[config.mk]
export PLATFORM = sky130hd
export DESIGN_NAME = axis_fadd_collect
export DESIGN_NICKNAME = d
export VERILOG_FILES = /design/src/rtl/axis_fadd_collect.sv
export SDC_FILE = /design/constraint.sdc
export NUM_CORES = 1
export LEC_CHECK = 0
export ABC_AREA = 1
export CAP_MARGIN = 20
export CORE_AREA = 2 2 240 242
export DETAILED_ROUTE_END_ITERATION = 10
export DIE_AREA = 0 0 242 244
export PLACE_DENSITY_LB_ADDON = 0.05
export SETUP_SLACK_MARGIN = 0.15
export SLEW_MARGIN = 20
export SYNTH_ARGS = -nofsm -noshare
export SYNTH_HDL_FRONTEND = slang
export SYNTH_SLANG_ARGS = --single-unit
[constraint.sdc]
create_clock -name clk -period 4.55 [get_ports clk]
set_input_delay 1.1375 -clock clk [delete_from_list [all_inputs] [get_ports clk]]
set_output_delay 1.1375 -clock clk [all_outputs]
set_load 0.02 [all_outputs]
[src/rtl/axis_fadd_collect.sv]
// Result collector for a ready-less fp32 adder stream: credit-gated issue plus a FWFT result FIFO.
// Optional AXIS_FADD_COLLECT_PKT_CNT_EN adds PKT_CNT, a count of popped TLAST beats.
module axis_fadd_collect #(
  parameter int DEPTH = 16,
  parameter int CW    = $clog2(DEPTH) + 1
) (
  input  logic        clk,
  input  logic        rst,
  input  logic [31:0] IN_TDATA,
  input  logic        IN_TLAST,
  input  logic        IN_TVALID,
  input  logic        ISSUE,
  output logic        ISSUE_OK,
  output logic [31:0] OUT_TDATA,
  output logic        OUT_TLAST,
  output logic        OUT_TVALID,
  input  logic        OUT_TREADY,
`ifdef AXIS_FADD_COLLECT_PKT_CNT_EN
  output logic [15:0] PKT_CNT,
`endif
  output logic        OVERFLOW
);

  localparam int AW = $clog2(DEPTH);
  localparam logic [CW-1:0] FULL = CW'(DEPTH);

  logic [31:0]   mem_data [DEPTH];
  logic          mem_last [DEPTH];
  logic [AW-1:0] wr_ptr;
  logic [AW-1:0] rd_ptr;
  logic [CW-1:0] occ;
  logic [CW-1:0] crd;
  logic          pop;
  logic          push;
  logic          crd_inc;
  logic          crd_dec;

  assign OUT_TVALID = (occ != '0);
  assign OUT_TDATA  = mem_data[rd_ptr];
  assign OUT_TLAST  = mem_last[rd_ptr];
  assign pop        = OUT_TVALID && OUT_TREADY;
  // A full FIFO can still take a beat when the head leaves in the same cycle.
  assign push       = IN_TVALID && ((occ != FULL) || pop);
  assign crd_inc    = ISSUE && (crd != FULL);
  assign crd_dec    = pop && (crd != '0);
  assign ISSUE_OK   = !rst && (crd < FULL);

  always_ff @(posedge clk) begin
    if (push) begin
      mem_data[wr_ptr] <= IN_TDATA;
      mem_last[wr_ptr] <= IN_TLAST;
    end
  end

  always_ff @(posedge clk or posedge rst) begin
    if (rst) begin
      wr_ptr   <= '0;
      rd_ptr   <= '0;
      occ      <= '0;
      crd      <= '0;
      OVERFLOW <= 1'b0;
    end else begin
      if (push) wr_ptr <= wr_ptr + AW'(1);
      if (pop)  rd_ptr <= rd_ptr + AW'(1);

      if (push && !pop)      occ <= occ + CW'(1);
      else if (pop && !push) occ <= occ - CW'(1);

      if (crd_inc && !crd_dec)      crd <= crd + CW'(1);
      else if (crd_dec && !crd_inc) crd <= crd - CW'(1);

      // Sticky: dropped beat, issue past the credit limit, or pop with no credit.
      if ((IN_TVALID && !push) || (ISSUE && crd == FULL) || (pop && crd == '0))
        OVERFLOW <= 1'b1;
    end
  end

`ifdef AXIS_FADD_COLLECT_PKT_CNT_EN
  always_ff @(posedge clk or posedge rst) begin
    if (rst)                   PKT_CNT <= '0;
    else if (pop && OUT_TLAST) PKT_CNT <= PKT_CNT + 16'd1;
  end
`endif

endmodule

; After elaboration in Yosys (flattened, before gate mapping)
; Memories as Yosys holds them, arrays and structs flattened.
; Cells that the tools add are included.
[word_totals]
n_memories = 2
in_bits = 38
register_bits = 19
ramBits = 528
elab_cells = 48
out_inout_bits = 36
[memory_table]
columns = memory, depth, word_bits, read_ports, rd_clocked_by_memory_dff, wr, line_no
row1 = mem_data, 16, 32, 1, 0, 1, 27  ; logic [31:0] mem_data [DEPTH];
row2 = mem_last, 16, 1, 1, 0, 1, 28  ; logic mem_last [DEPTH];
[op_classes]
n_reduce_logical = 25
add_sub_neg = 6
order_cmp = 1
eq_ne = 3
muxes = 6
[ops]
columns = cell, n
row1 = 5-bit two-way mux, 4
row2 = 1-bit logical AND, 12
row3 = "5-bit by 1-bit adder with 5-bit output, second input constant", 2
row4 = "5-bit != test, second input constant", 2
row5 = 5-bit nonzero test, 2
row6 = "5-bit by 1-bit subtractor with 5-bit output, second input constant", 2
row7 = "4-bit by 1-bit adder with 4-bit output, second input constant", 2
row8 = "5-bit equality test, second input constant", 1
row9 = 1-bit zero test, 5
row10 = 5-bit zero test, 1
row11 = "5-bit less-than comparator, second input constant", 1
row12 = 2-bit nonzero test, 2
row13 = 1-bit logical OR, 3
row14 = 1-bit two-way mux, 2

; Logic depth before layout (Yosys ltp)
[depth]
ltp_word = 8
mapped_depth = 15
mapped_depth_nobuf = 15

; Worst setup path after synthesis
; Ideal clock, no wire load.
[synth_timing]
path_kind = input port to flip-flop
start = in OUT_TREADY
end = mem mem_data[0][0] (enable)
path_buffers = 1
path_slack_ns = 0.260
t_required_ns = 4.086
t_arrival_ns = 3.825
cell_stages = 5
setup_time_ns = 0.464
cell_sequence = nor2_1 nand3_1 nand2_2 buf_2 nor3_1
[synth_via]
elab_chain_len = 5
[synth_rtl]
columns = element, line_no
row1 = start: declaration, 17  ; input logic OUT_TREADY,
row2 = 1-bit logical AND, 41  ; assign pop = OUT_TVALID && OUT_TREADY;
row3 = 1-bit logical OR, 43  ; assign push = IN_TVALID && ((occ != FULL) || pop);
row4 = 1-bit logical AND, 43
row5 = 1-bit two-way mux, 49  ; if (push) begin
row6 = 1-bit two-way mux (implied by the code), 50  ; mem_data[wr_ptr] <= IN_TDATA;
row7 = end: declaration, 27
; No other way between the ends.

; Final worst setup path
[layout_timing]
start = reg rd_ptr[0]
end = out OUT_TDATA[31]
[layout_via]
elab_chain_len = 1
[layout_rtl]
columns = element, line_no
row1 = start: declaration, 30  ; logic [AW-1:0] rd_ptr;
row2 = start signal: assignment, 64  ; if (pop) rd_ptr <= rd_ptr + AW'(1);
row3 = memory 16 x 32 bit, --
row4 = end: declaration, 14  ; output logic [31:0] OUT_TDATA,
; No other way between the ends.

==> impl_metrics.env <==
export IMPL_status="finished, final reports clean"
export IMPL_dr_pass1_iters=7
export IMPL_die_w_um=242
export IMPL_grt_pass1_vias=15363
export IMPL_rsz0062_at_grt="yes"
export IMPL_routedWlPerCell_um=19.3
export IMPL_drt_iter0_drc=1225
export IMPL_min_period_over_period_pct=92.1
export IMPL_cp_cell_sequence="inv_8 -> buf_12 -> nand2_1 -> nand2_1 -> nand2_1 -> nand3_1 -> nand3_1 -> nand2_1 -> clkdlybuf4s50_1"
export IMPL_cpMaxStageDelayCell="clkdlybuf4s50_1"
export IMPL_max_slew_worst_pin_slew_ps=803
export IMPL_crit_path_max_fanout=54
export IMPL_min_to="OVERFLOW$_DFFE_PP0P_"
export IMPL_start_util_pct=42.7
export IMPL_worst_clock_skew_ps=24.9
export IMPL_ys_types=22
export IMPL_hp_start="OVERFLOW$_DFFE_PP0P_"
export IMPL_ys_seq_elements=547
export IMPL_post_cts_buffers=0
export IMPL_final_layout_size_suffix_gt1_share_pct=6.10
export IMPL_ios=74
export IMPL_r2r_slack_ps=1900
export IMPL_grt_max_degree=135
export IMPL_p_leak_uw=0.0116
export IMPL_htreeDepth=2
export IMPL_remaining_drc_errors=0
export IMPL_gp_congestion=0.749
export IMPL_port_buffers=73
export IMPL_path_clk_slew_ps=60
export IMPL_yosys_warnings=0
export IMPL_tns_ps=0
export IMPL_maxCapViolCount=0
export IMPL_avgViaCountPerCell=4.90
export IMPL_hp_class="flip-flop to flip-flop"
export IMPL_hold_path_depth=2
export IMPL_gr_usage_all_layers_pct=21.2
export IMPL_ant_nets=0
export IMPL_area_delta_synth_final_pct=13.9
export IMPL_routed_wl_um=61500
export IMPL_min_period_ps=4190
export IMPL_worstPathArrival_ps=3050
export IMPL_die_y_um=244
export IMPL_crit_required_ps=3410
export IMPL_grt_overflow=0
export IMPL_synthesis_area_um2=24000
export IMPL_synth_area_leaders="edfxtp_1, nand2_1, nand3_1, inv_1, dfrtp_1"
export IMPL_cts_buffer_depth=3
export IMPL_synthCells=2301
export IMPL_holdWs_ps=498
export IMPL_core_um2=56200
export IMPL_clk_latency_ps=630
export IMPL_grt_pass1_wl_um=94000
export IMPL_hpwl_um=30900
export IMPL_fin_nets=2431
export IMPL_cts_tree="yes"
export IMPL_avgSynthCellArea_um2=10.4
export IMPL_setup_viol=0
export IMPL_vias=15598
export IMPL_endpoint_kind="primary output"
export IMPL_hold_violations=0
export IMPL_startpoint_type="flip-flop"
export IMPL_yosysSeqAreaShare_pct=68.0
export IMPL_vdd_drop_max_uv=643
export IMPL_ctsRootBufferMaster="clkbuf_16"
export IMPL_rows=87
export IMPL_max_clock_freq_mhz=239
export IMPL_syn_nets=2354
export IMPL_numClockSinks=547
export IMPL_r2r_cells=13
export IMPL_synth_top_area_share_pct=66.1
export IMPL_worst_r2r_endpoint="occ[4]$_DFFE_PP0P_"
export IMPL_drv_slew=0
export IMPL_yosys_area_top_type="edfxtp_1"
export IMPL_max_slew_margin_rel_pct=46.4
export IMPL_cpMostUsedCell="nand2_1"
export IMPL_slowest_delay_ps=650
export IMPL_powerDensity_nw_per_um2=630
export IMPL_antenna_found_initial=2
export IMPL_numCtsBuffers=59
export IMPL_r2r_start="occ[0]$_DFFE_PP0P_"
export IMPL_die_area_um2=59000
export IMPL_path_class="flip-flop to primary output"
[cells in the final DEF, fill, tap and decap left out, types with 2 or more instances in the layout]
cell type        netlist  final
nand2_1              731    731
edfxtp_1             528    528
inv_1                421    420
nand3_1              413    413
clkdlybuf4s50_1        0     73
clkbuf_16              0     60
buf_4                 23     43
clkbuf_1               8     25
nor2_1                21     19
clkinv_1               1     16
dfrtp_1               19     15
nor3_2                 0     14
ha_1                  13     13
o21ai_0               12     12
buf_12                 0     10
a21oi_1                6      6
xor2_1                 4      4
clkinv_2               0      4
dfrtp_4                0      3
diode_2                0      2
nor2_4                 0      2
xnor2_1                2      2
fa_1                   2      2
clkbuf_8               0      2
bufinv_16              0      2
[critical path: cells and delay by family (launching register included)]
| kind | cells | cell delay, ps |
|---|---|---|
| buffers and inverters | 3 | 1220 |
| AND/OR/NAND/NOR | 6 | 580 |
| flip-flops | 1 | 540 |
[cell type report]
| cell class | instances | area, um^2 |
|---|---|---|
| clock buffer | 87 | 1620 |
| fill | 5216 | 28800 |
| clock inverter | 23 | 160 |
| sequential | 547 | 16300 |
| tap | 756 | 946 |
| timing repair buffer | 127 | 1260 |
| antenna | 2 | 5.00 |
| multi-input combinational | 1219 | 5400 |
| inverter | 424 | 1600 |
[cells by family after synthesis]
group | Yosys count | share of synthesized area (%)
AOI/OAI and AO/OA | 18 | 0.375
and+or+nand+nor | 1180 | 20.7
DFF | 547 | 68.0
xor gates and xnor gates | 6 | 0.219
buffers and inverters | 535 | 9.84
adders and majority gates | 15 | 0.844
[stage by stage]
step,utilization [%],std cells,total power (uW),area [um^2],setup slack [ps]
after global routing,48.7,3185,18300,27300,179
after CTS,48.7,3183,17500,27300,250
after detailed placement,45.5,3073,12900,25500,863
final,48.7,3185,17200,27300,359
after floorplan,-,2301,10700,24000,260
after global placement,45.5,3073,12900,25500,849
[power by group]
group | internal [uW] | switching [uW]
sequential | 6090 | 180
clock | 2560 | 1930
combinational | 2090 | 4360
total | 10700 | 6470
[per-layer routing]
metal | track usage (%) | vias up | part of all wire [%]
met5 | 0 | - | 0
met4 | 5.85 | 0 | 2.4
met3 | 3.37 | 94 | 4.6
met2 | 35.2 | 330 | 47
met1 | 28.9 | 7578 | 46
li1 | - | 7596 | -
[registers in the layout, summed over array words and instances (netlist names)]
register	count
OVERFLOW	1
crd	5
mem_data	512
mem_last	16
occ	5
rd_ptr	4
wr_ptr	4
[synth_stat cells (all sizes together)]
| cell | instances |
|---|---|
| xor2 | 4 |
| clkbuf | 8 |
| edfxtp | 528 |
| xnor2 | 2 |
| inv | 423 |
| fa | 2 |
| ha | 13 |
| nand2 | 732 |
| nand3 | 413 |
| a21oi | 6 |
| nor3 | 14 |
| clkinv | 1 |
| dfrtp | 19 |
| nor2 | 21 |
| buf | 103 |
| o21ai | 12 |
[worst max-delay path by stage]
stage	startpoint	end	slack [ps]	cells after the start
after global placement	OUT_TREADY	occ[4]$_DFFE_PP0P_	850	14
after global routing	rd_ptr[0]$_DFFE_PP0P_	OUT_TDATA[30]	180	9
after floorplan	OUT_TREADY	mem_data[0][0]$_DFFE_PP_	260	5
after detailed placement	OUT_TREADY	occ[4]$_DFFE_PP0P_	860	14
final	rd_ptr[0]$_DFFE_PP0P_	OUT_TDATA[31]	360	9
after CTS	rd_ptr[0]$_DFFE_PP0P_	OUT_TDATA[10]	250	9
[timing repair]
| action | in CTS | in global routing |
|---|---|---|
| hold endpoints to repair | 0 | 0 |
| setup endpoints to repair | 0 | 2 |
| gates resized for setup | 0 | 1 |
| hold buffers | 0 | 0 |
(Power assumes the default switching activity.)
